===== src/rtl/if_fetch_unit_if.sv =====
// Instruction-memory request/ack channel between the fetch unit (master) and imem (slave).
interface if_fetch_unit_if;
   logic        req;
   logic [31:0] addr;
   logic        ack;
   logic [31:0] rdata;

   modport master (output req, output addr, input ack, input rdata);
   modport slave  (input req, input addr, output ack, output rdata);
endinterface


===== src/rtl/if_fetch_unit.sv =====
// Instruction-fetch stage: owns the PC, one-entry fetch buffer, IF/ID enable/flush control.
// Optional ack watchdog enabled by defining FETCH_TIMEOUT_EN.
//
// state   | meaning
// --------+----------------------------------------------------------
// S_BOOT  | first cycle after reset, no request
// S_FETCH | buffer empty, requesting imem at pc
// S_FULL  | buffer holds a valid instruction for IF/ID
// S_DRAIN | stale request outstanding at drain_addr, data discarded
module if_fetch_unit #(
   parameter logic [31:0] RESET_PC       = 32'h0000_0000,
   parameter logic [31:0] NOP_INST       = 32'h0000_0013,
   parameter int unsigned TIMEOUT_CYCLES = 64
) (
   input  logic            clk_i,
   input  logic            rst_i,
   input  logic            stall_d_i,
   input  logic            redirect_i,
   input  logic [31:0]     redirect_pc_i,
   if_fetch_unit_if.master imem,
   output logic [31:0]     if_inst_o,
   output logic [31:0]     if_pc_o,
   output logic [31:0]     if_pc4_o,
   output logic            if_valid_o,
   output logic            ifid_enable_o,
   output logic            ifid_flush_o,
   output logic            fetch_err_o
);

   typedef enum logic [1:0] {S_BOOT, S_FETCH, S_FULL, S_DRAIN} state_t;

   state_t      state_q, state_d;
   logic [31:0] pc_q, pc_d;
   logic [31:0] drain_addr_q, drain_addr_d;
   logic [31:0] buf_inst_q, buf_inst_d;
   logic [31:0] buf_pc_q, buf_pc_d;
   logic [31:0] buf_pc4_q, buf_pc4_d;

   logic        consume;
   logic        req;
   logic        load;
   logic [31:0] addr;
   logic [31:0] redirect_tgt;
   logic        unused_bits;

`ifdef FETCH_TIMEOUT_EN
   localparam int unsigned TMO_W = $clog2(TIMEOUT_CYCLES + 1);
   logic [TMO_W-1:0] tmo_cnt_q, tmo_cnt_d;
   logic             fetch_err_q, fetch_err_d;
`endif

   assign redirect_tgt = {redirect_pc_i[31:2], 2'b00};
   assign if_valid_o   = (state_q == S_FULL);
   assign consume      = if_valid_o & ~stall_d_i & ~redirect_i;
   assign req          = (state_q == S_FETCH) | (state_q == S_DRAIN) |
                         ((state_q == S_FULL) & consume);
   assign addr         = (state_q == S_DRAIN) ? drain_addr_q : pc_q;

   assign imem.req      = req;
   assign imem.addr     = addr;
   assign if_inst_o     = if_valid_o ? buf_inst_q : NOP_INST;
   assign if_pc_o       = buf_pc_q;
   assign if_pc4_o      = buf_pc4_q;
   assign ifid_enable_o = ~stall_d_i | redirect_i;
   assign ifid_flush_o  = redirect_i | ~if_valid_o;

   always_comb begin
      state_d      = state_q;
      pc_d         = pc_q;
      drain_addr_d = drain_addr_q;
      buf_inst_d   = buf_inst_q;
      buf_pc_d     = buf_pc_q;
      buf_pc4_d    = buf_pc4_q;
      load         = 1'b0;
`ifdef FETCH_TIMEOUT_EN
      tmo_cnt_d    = tmo_cnt_q;
      fetch_err_d  = fetch_err_q;
`endif

      unique case (state_q)
         S_BOOT:  state_d = S_FETCH;
         S_FETCH: if (!redirect_i && imem.ack) load = 1'b1;
         S_FULL: begin
            if (consume) begin
               if (imem.ack) load = 1'b1;
               else          state_d = S_FETCH;
            end
         end
         S_DRAIN: if (imem.ack) state_d = S_FETCH;
         default: state_d = S_BOOT;
      endcase

      if (load) begin
         buf_inst_d = imem.rdata;
         buf_pc_d   = pc_q;
         buf_pc4_d  = pc_q + 32'd4;
         pc_d       = pc_q + 32'd4;
         state_d    = S_FULL;
      end

      // An unacked request cannot be cancelled on the bus, so its response is drained.
      if (redirect_i && (state_q != S_BOOT)) begin
         pc_d         = redirect_tgt;
         drain_addr_d = addr;
         state_d      = (req && !imem.ack) ? S_DRAIN : S_FETCH;
      end

`ifdef FETCH_TIMEOUT_EN
      if (redirect_i || (req && imem.ack)) begin
         tmo_cnt_d = '0;
      end else if (req) begin
         if (tmo_cnt_q == TMO_W'(TIMEOUT_CYCLES - 1)) begin
            tmo_cnt_d   = '0;
            fetch_err_d = 1'b1;
            state_d     = S_FETCH;
         end else begin
            tmo_cnt_d = tmo_cnt_q + TMO_W'(1);
         end
      end
`endif
   end

   always_ff @(posedge clk_i) begin
      if (!rst_i) begin
         state_q      <= S_BOOT;
         pc_q         <= RESET_PC;
         drain_addr_q <= RESET_PC;
         buf_inst_q   <= NOP_INST;
         buf_pc_q     <= RESET_PC;
         buf_pc4_q    <= RESET_PC + 32'd4;
      end else begin
         state_q      <= state_d;
         pc_q         <= pc_d;
         drain_addr_q <= drain_addr_d;
         buf_inst_q   <= buf_inst_d;
         buf_pc_q     <= buf_pc_d;
         buf_pc4_q    <= buf_pc4_d;
      end
   end

`ifdef FETCH_TIMEOUT_EN
   always_ff @(posedge clk_i) begin
      if (!rst_i) begin
         tmo_cnt_q   <= '0;
         fetch_err_q <= 1'b0;
      end else begin
         tmo_cnt_q   <= tmo_cnt_d;
         fetch_err_q <= fetch_err_d;
      end
   end

   assign fetch_err_o = fetch_err_q;
   assign unused_bits = ^redirect_pc_i[1:0];
`else
   assign fetch_err_o = 1'b0;
   assign unused_bits = ^{redirect_pc_i[1:0], TIMEOUT_CYCLES};
`endif

endmodule


===== src/flat_wrapper.sv =====
// flat-port wrapper written by rule: the top's interface ports become plain ports
module if_fetch_unit_flat 
#(
   parameter logic [31:0] RESET_PC       = 32'h0000_0000,
   parameter logic [31:0] NOP_INST       = 32'h0000_0013,
   parameter int unsigned TIMEOUT_CYCLES = 64
)
  (clk_i, rst_i, stall_d_i, redirect_i, redirect_pc_i, if_inst_o, if_pc_o, if_pc4_o, if_valid_o, ifid_enable_o, ifid_flush_o, fetch_err_o, imem_req, imem_addr, imem_ack, imem_rdata);
  if_fetch_unit_if imem_i ();
  input  logic clk_i;
  input  logic rst_i;
  input  logic stall_d_i;
  input  logic redirect_i;
  input  logic [31:0] redirect_pc_i;
  output logic [31:0] if_inst_o;
  output logic [31:0] if_pc_o;
  output logic [31:0] if_pc4_o;
  output logic if_valid_o;
  output logic ifid_enable_o;
  output logic ifid_flush_o;
  output logic fetch_err_o;
  output wire logic [$bits(imem_i.req)-1:0] imem_req;
  output wire logic [$bits(imem_i.addr)-1:0] imem_addr;
  input wire logic [$bits(imem_i.ack)-1:0] imem_ack;
  input wire logic [$bits(imem_i.rdata)-1:0] imem_rdata;
  assign imem_req = imem_i.req;
  assign imem_addr = imem_i.addr;
  assign imem_i.ack = imem_ack;
  assign imem_i.rdata = imem_rdata;
  if_fetch_unit #(.RESET_PC(RESET_PC), .NOP_INST(NOP_INST), .TIMEOUT_CYCLES(TIMEOUT_CYCLES)) u_core (.clk_i(clk_i), .rst_i(rst_i), .stall_d_i(stall_d_i), .redirect_i(redirect_i), .redirect_pc_i(redirect_pc_i), .imem(imem_i), .if_inst_o(if_inst_o), .if_pc_o(if_pc_o), .if_pc4_o(if_pc4_o), .if_valid_o(if_valid_o), .ifid_enable_o(ifid_enable_o), .ifid_flush_o(ifid_flush_o), .fetch_err_o(fetch_err_o));
endmodule

===== config.mk =====
export PLATFORM = sky130hd
export DESIGN_NAME = if_fetch_unit_flat
export DESIGN_NICKNAME = d
export VERILOG_FILES = /design/src/rtl/if_fetch_unit_if.sv /design/src/rtl/if_fetch_unit.sv /design/src/flat_wrapper.sv
export SDC_FILE = /design/constraint.sdc
export NUM_CORES = 1
export LEC_CHECK = 0
export BUFFER_PORTS_ARGS = -buffer_cell sky130_fd_sc_hd__buf_2
export CAP_MARGIN = 20
export CORE_MARGIN = 3
export CORE_UTILIZATION = 49
export CTS_BUF_LIST = sky130_fd_sc_hd__clkbuf_2 sky130_fd_sc_hd__clkbuf_4 sky130_fd_sc_hd__clkbuf_8
export DETAILED_ROUTE_END_ITERATION = 6
export PLACE_DENSITY = 0.81
export SKIP_CTS_REPAIR_TIMING = 1
export SYNTH_ARGS = -nofsm -noshare
export SYNTH_HDL_FRONTEND = slang
export SYNTH_SLANG_ARGS = --single-unit
export TNS_END_PERCENT = 5

===== constraint.sdc =====
create_clock -name clk_i -period 2.14 [get_ports clk_i]
set_input_delay 0.214 -clock clk_i [delete_from_list [all_inputs] [get_ports clk_i]]
set_output_delay 0.214 -clock clk_i [all_outputs]
set_load 0.03 [all_outputs]

==> impl_metrics.yaml, run 1 <==
final_layout:
  drive_gt1_frac: 0.2940
  fin_util: 0.6556
  ff_latch_area_mm2: 0.003126
  multi_input_area_mm2: 0.003542
  fin_nets: 1189
  syn2layout_area_growth_pct: 30.24
  final_area_mm2: 0.009135
  n_fill_cell: 1176
  num_antenna_cells: 0
setup_path:
  endpoint_kind: "output port"
  cp_slowest_cell: "dfxtp_2"
  rr_worst_depth: 7
  r2r-start: "u_core.state_q[0]"
  cp_data_required_time_ns: 1.93
  start_kind: "register"
  crit_type: "register to output port"
  path_max_fanout: 20
  timing.rr.end: "u_core.pc_q[19]"
  worstPathArrival_ns: 1.86
  path_cells: "ha_2 -> buf_12 -> mux2_2 -> buf_2"
  setup.worst_path.start: "u_core.state_q[0]"
  reg2reg_slack_ns: 0.14
  max_stage_delay_ns: 0.37
synthesis:
  synth_edf_count: 0
  synth_area_per_cell_um2: 7.837
  syn-cell-area_mm2: 0.007014
  synthTopCellsByArea: "dfxtp_1 (45%), nand2_1 (12%), a21oi_1 (9.8%)"
  synthCells: 895
  ys_ff_latch: 156
  ys_async_sr_fraction: 0
  synth-main-ff-cell: "dfxtp_1"
  yosysUniqueCellTypes: 55
  synth_area_leader_cell: "dfxtp_1"
  synth_top_area_share: 0.4452
  yosysWarnings: 0
  seq_area_frac_synth: 0.4452
clock_tree:
  cts_tree: "done"
  htreeDepth: 4
  cts-root-buf: "clkbuf_8"
  clkLatencyLatePin_ns: 0.46
  clk_path_buf_depth: 2
  cts_made_buffers: 17
  clk_pin_slew_worst_paths_ns: 0.08
  cts.sinks: 156
placement:
  gp_congestion: 0.8341
  place_area_mm2: 0.008346
  place_hpwl_mm: 14.11
  portBuffers: 194
die:
  io_pins: 202
  start_util: 0.5034
  die-area_mm2: 0.01579
  die_y_um: 125.6
  die_width_um: 125.6
  rows: 43
  core_area_mm2: 0.01393
sta:
  finalSetupTns_ns: 0
  rsz0062_at_grt: "false"
  max-slew-margin-rel: 0.5921
  hold_violations: 2
  worst_pin_slew_ns: 0.6119
  fmax_mhz: 482.4
  slew_viol_final: 0
  post-route-min-period_ns: 2.073
  clock_skew_ns: 0.009564
  min_period_over_period: 0.9687
  fin_hold_ws_ns: -0.01275
  finalSetupViolCount: 0
drt:
  wl_met1_mm: 9.094
  drc: 1
  top_layer: "met4"
  viasPerCell: 5.521
  routed_wl_mm: 22.02
  num_vias: 7211
  post_drt_wl_per_cell_um: 16.86
  initialDrtViolationCount: 881
  wl_met3_mm: 1.852
  wl_met2_mm: 10.41
  firstDrtPassIters: 7
  ant_nets: 0
min_path:
  hold_end: "u_core.buf_inst_q[21]"
  hp-class: "input port to register"
  min_from: "imem_rdata[21]"
  holdPathStages: 3
status:
  outcome: "complete, but fails checks"
  violations: "design-rule violations, negative hold slack"
grt:
  grt_usage: 0.2617
  grt_pass1_vias: 6532
  antenna_found_initial: 0
  grt_max_degree: 126
  grt_overflow: 0
  grt_pass1_wl_mm: 33.60
power:
  p_leak_nw: 3.825
  peakVddDrop_mv: 0.6242
  power.density_mw_per_mm2: 927.0
run:
  maxCapViolCount: 0
==> cell usage after synthesis (4+ instances only) <==
cell type and count:
a211oi_1 4, a21oi_1 138, a22oi_1 9, a31oi_1 6, and2_1 32, and3_1 10, buf_1 6, buf_2 15
buf_4 6, clkbuf_1 55, dfxtp_1 156, ha_1 6, inv_1 10, mux2_2 29, nand2_1 227, nand2b_1 9
nand3_1 23, nand4_1 8, nor2_1 26, nor3_1 10, o21a_1 4, o21ai_0 35, o22ai_1 6, or3_1 5
xnor2_1 10, xor2_1 10
==> how the worst max path moves through the flow <==
stage	slack, ns	depth (start not counted)	end
3_3_place_gp	0.13	8	u_core.pc_q[19]
2_1_floorplan	0.07	8	u_core.if_pc_o[21]
3_5_place_dp	0.06	8	u_core.pc_q[20]
4_1_cts	-0.004	4	imem_addr[11]
5_1_grt	0.005	4	imem_addr[11]
6_report	0.07	4	imem_addr[11]
==> cell families (layout without fill, tap and decap cells) <==
group           after synthesis  count (layout)  share of synthesized area
xor+xnor                     20              20                    0.02497
flops                       156             156                     0.4452
fa+ha+maj                     6               6                    0.01070
simple gates                366             366                     0.2367
compound gates              222             222                     0.1773
other cells                   1               5                  0.0005346
mux                          30              30                    0.04816
buf+inv                      94             321                    0.05637
==> sequential cells by signal (all words and copies together) (netlist names) <==
register             flops
u_core.buf_inst_q       32
u_core.drain_addr_q     32
u_core.pc_q             30
u_core.if_pc_o          30
u_core.if_pc4_o         30
u_core.state_q           2
==> metrics by stage <==
step | instances | hold WS (ns) | power [mW] | setup WS (ns)
after floorplan | 899 | 0.3382 | 5.024 | 0.06625
after global placement | 1244 | 0.4218 | 5.851 | 0.1300
after detailed placement | 1244 | 0.4381 | 5.899 | 0.05974
after CTS | 1275 | -0.04418 | 8.357 | -0.004375
after global routing | 1306 | 0.003212 | 8.863 | 0.004889
final | 1306 | -0.01275 | 8.468 | 0.06707
==> cells in the final DEF (no fill, tap or decap), drive strengths merged, types with 5 or more instances in the layout <==
| master | instances |
|---|---|
| and3 | 10 |
| o22ai | 6 |
| xnor2 | 10 |
| mux2 | 30 |
| nor2 | 26 |
| clkbuf | 25 |
| o21ai | 36 |
| ha | 6 |
| or3 | 5 |
| a22oi | 9 |
| a31oi | 6 |
| conb | 5 |
| nand2b | 9 |
| dfxtp | 156 |
| inv | 11 |
| buf | 251 |
| nand2 | 227 |
| nor3 | 10 |
| a21oi | 138 |
| dlygate4sd3 | 27 |
| nand3 | 23 |
| and2 | 32 |
| nand4 | 9 |
| xor2 | 10 |
==> metal layers <==
layer  vias to the layer above  track usage
met5                         -            0
met4                         0      0.08546
met3                        52      0.06277
met2                       365       0.4201
met1                      3328       0.3490
li1                       3466            -
==> layout make-up <==
cell class                      instances  share of cell area
Tap cell                              180             0.02465
Timing Repair Buffer                  279              0.1918
Inverter                               11            0.004794
Clock inverter                          7             0.01479
Multi-Input combinational cell        649              0.3878
Clock buffer                           24             0.03410
Sequential cell                       156              0.3421
==> worst max-delay path, delay by kind of cell, from the launching register on <==
family	cells	cell delay [ns]
buffers and inverters	2	0.38
DFF	1	0.37
muxes	1	0.36
adders and majority gates	1	0.28
==> report_power, final <==
part	switching (mW)	internal (mW)
clock network	1.06	1.42
logic	1.73	0.923
registers	0.171	3.15
(Power assumes the default switching activity.)
==> inputs of run 2 (changes only) <==
CTS_CLUSTER_DIAMETER = 80   (was not set)
GPL_TIMING_DRIVEN = 0   (was not set)
==> run 2 against run 1 <==
Compared with the run above:
- die area did not move
- maximum frequency is 9.4% lower
- sequential share of layout area shrank 0.21 points
- combinational power is essentially flat
- sequential power rose by 1%
- clock skew grew 0.0064 ns
- via count increased by 6.2%
- the run ends with negative hold slack, negative setup slack left
- setup slack lost 0.22 ns
- critical path depth grew 2
- non-clock buffer count increased by 35
- core utilization is 0.57 points higher
- register-to-register slack worse by 0.29 ns
==> impl_metrics.yaml, run 2 (synthesis gave the netlist of run 1 again) <==
sta:
  fmax_mhz: 436.8
  fin_hold_ws_ns: -0.01225
  setup_slack_ns: -0.1492
  worst_pin_slew_ns: 0.7020
  slew_viol_final: 0
  min_period_over_period: 1.070
  clock_skew_ns: 0.01601
  hold_violations: 3
  rsz0062_at_grt: "true"
  finalSetupViolCount: 11
  post-route-min-period_ns: 2.289
  max-slew-margin-rel: 0.5284
placement:
  place_area_mm2: 0.008223
  place_ws_ns: -0.6496
  gp_congestion: 0.9468
  portBuffers: 193
  place_hpwl_mm: 16.10
final_layout:
  syn2layout_area_growth_pct: 31.36
  final_common_cell: "nand2_1"
  fin_util: 0.6612
  reg.largest.list: "u_core.buf_inst_q (32), u_core.drain_addr_q (32)"
  final_cell_mix: "nand2_1 (225), buf_2 (207), dfxtp_1 (150), a21oi_1 (137), o21ai_0 (33)"
  num_antenna_cells: 0
  fin_nets: 1224
  drive_gt1_frac: 0.2989
  final_area_mm2: 0.009214
power:
  peakVddDrop_mv: 0.5357
  total_power_mw: 8.451
  p_leak_nw: 3.876
  power.density_mw_per_mm2: 917.2
setup_path:
  endpoint_kind: "register"
  cp_data_required_time_ns: 2.46
  worstPathArrival_ns: 2.61
  path_max_fanout: 10
  cpLargestDelayFamily: "simple AND/OR/NAND/NOR gates"
  cp_slowest_cell: "or4_4"
  path_cells: "clkbuf_4 -> nand4_1 -> or4_4 -> o41a_1 -> o21ai_2 -> a31oi_1"
  max_stage_delay_ns: 0.55
  r2r-start: "u_core.pc_q[15]"
  crit_type: "register to register"
  critPathBufInv: 1
  start_kind: "register"
  reg2reg_slack_ns: -0.15
  rr_worst_depth: 6
  timing.rr.end: "u_core.pc_q[24]"
grt:
  grt_overflow: 0
  grt_pass1_vias: 6657
  grtUsageMet1: 0.3673
  grt_usage: 0.2780
  grt.met3_usage: 0.07718
  grt_use_met2: 0.4327
  antenna_found_initial: 0
  grt_max_degree: 17
  grt_pass1_wl_mm: 35.03
  busiest_layer: "met2"
drt:
  firstDrtPassIters: 7
  viasPerCell: 5.708
  post_drt_wl_per_cell_um: 17.84
  drc: 0
  routed_wl_mm: 23.93
  ant_nets: 0
  initialDrtViolationCount: 860
  num_vias: 7655
clock_tree:
  cts_made_buffers: 17
  clk_path_buf_depth: 2
  htreeDepth: 4
  cts_tree: "done"
  cts-root-buf: "clkbuf_8"
  clk_pin_slew_worst_paths_ns: 0.08
  cts.sinks: 156
  clkLatencyLatePin_ns: 0.47
status:
  violations: "negative hold slack, negative setup slack"
  outcome: "complete, but fails checks"
run:
  maxCapViolCount: 0
min_path:
  hold_end: "u_core.buf_inst_q[24]"
  hp-class: "input port to register"
  holdPathStages: 3
  min_from: "imem_rdata[24]"
die:
  rows: 43
  die_width_um: 125.6
  io_pins: 202
  die_y_um: 125.6
  start_util: 0.5034
  die-area_mm2: 0.01579
  core_area_mm2: 0.01393
[run 2: cell types whose count changed in the layout (fill, tap and decap cells not counted), sizes merged]
cell,delta
clkbuf,+54
buf,-20
bufinv,-1
clkinv,+1
dlygate4sd3,+1
[run 2: cell type report]
type                            count  area [um2]
Clock buffer                       24       317.8
Sequential cell                   156        3133
Timing Repair Buffer              232        1334
Clock inverter                      7       110.1
Buffer                             82       455.4
Inverter                           11       41.29
Tap cell                          180       225.2
Fill cell                        1161        4721
Multi-Input combinational cell    649        3597
[run 2: worst reg2reg max path, cell delays in order, from the launching register on]
cell and delay (ns):
dfxtp_1 0.33, clkbuf_4 0.22, nand4_1 0.30, or4_4 0.55
o41a_1 0.40, o21ai_2 0.24, a31oi_1 0.11
[run 2: power breakdown]
part / total, mW / switching (mW) / internal (mW)
Sequential: 3.37 / 0.212 / 3.16
Combinational: 2.68 / 1.80 / 0.880
Clock: 2.40 / 1.08 / 1.32
Total: 8.45 / 3.09 / 5.36
[run 2: per-stage QoR]
step	setup TNS, ns	instances
after floorplan	0	899
final	-0.5460	1341
after CTS	-86.50	1303
after detailed placement	-67.42	1272
after global routing	-5.779	1341
after global placement	-63.78	1272
[run 2: per-layer routing]
layer / vias to the layer above / wire, um
met4: 0 / 1001
met3: 99 / 2642
li1: 3528 / -
met1: 3544 / 9368
met5: - / 0
met2: 484 / 10920
[run 2: worst max path at each step]
stage / start / endpoint / slack, ns / cells past startpoint
6_report: u_core.pc_q[15] / u_core.pc_q[24] / -0.15 / 6
3_5_place_dp: u_core.state_q[0] / u_core.if_pc4_o[3] / -0.65 / 9
4_1_cts: u_core.state_q[1] / imem_addr[2] / -1.08 / 5
3_3_place_gp: u_core.state_q[0] / u_core.if_pc4_o[13] / -0.60 / 9
2_1_floorplan: u_core.state_q[0] / u_core.if_pc_o[21] / 0.07 / 8
5_1_grt: u_core.pc_q[15] / u_core.pc_q[24] / -0.18 / 6
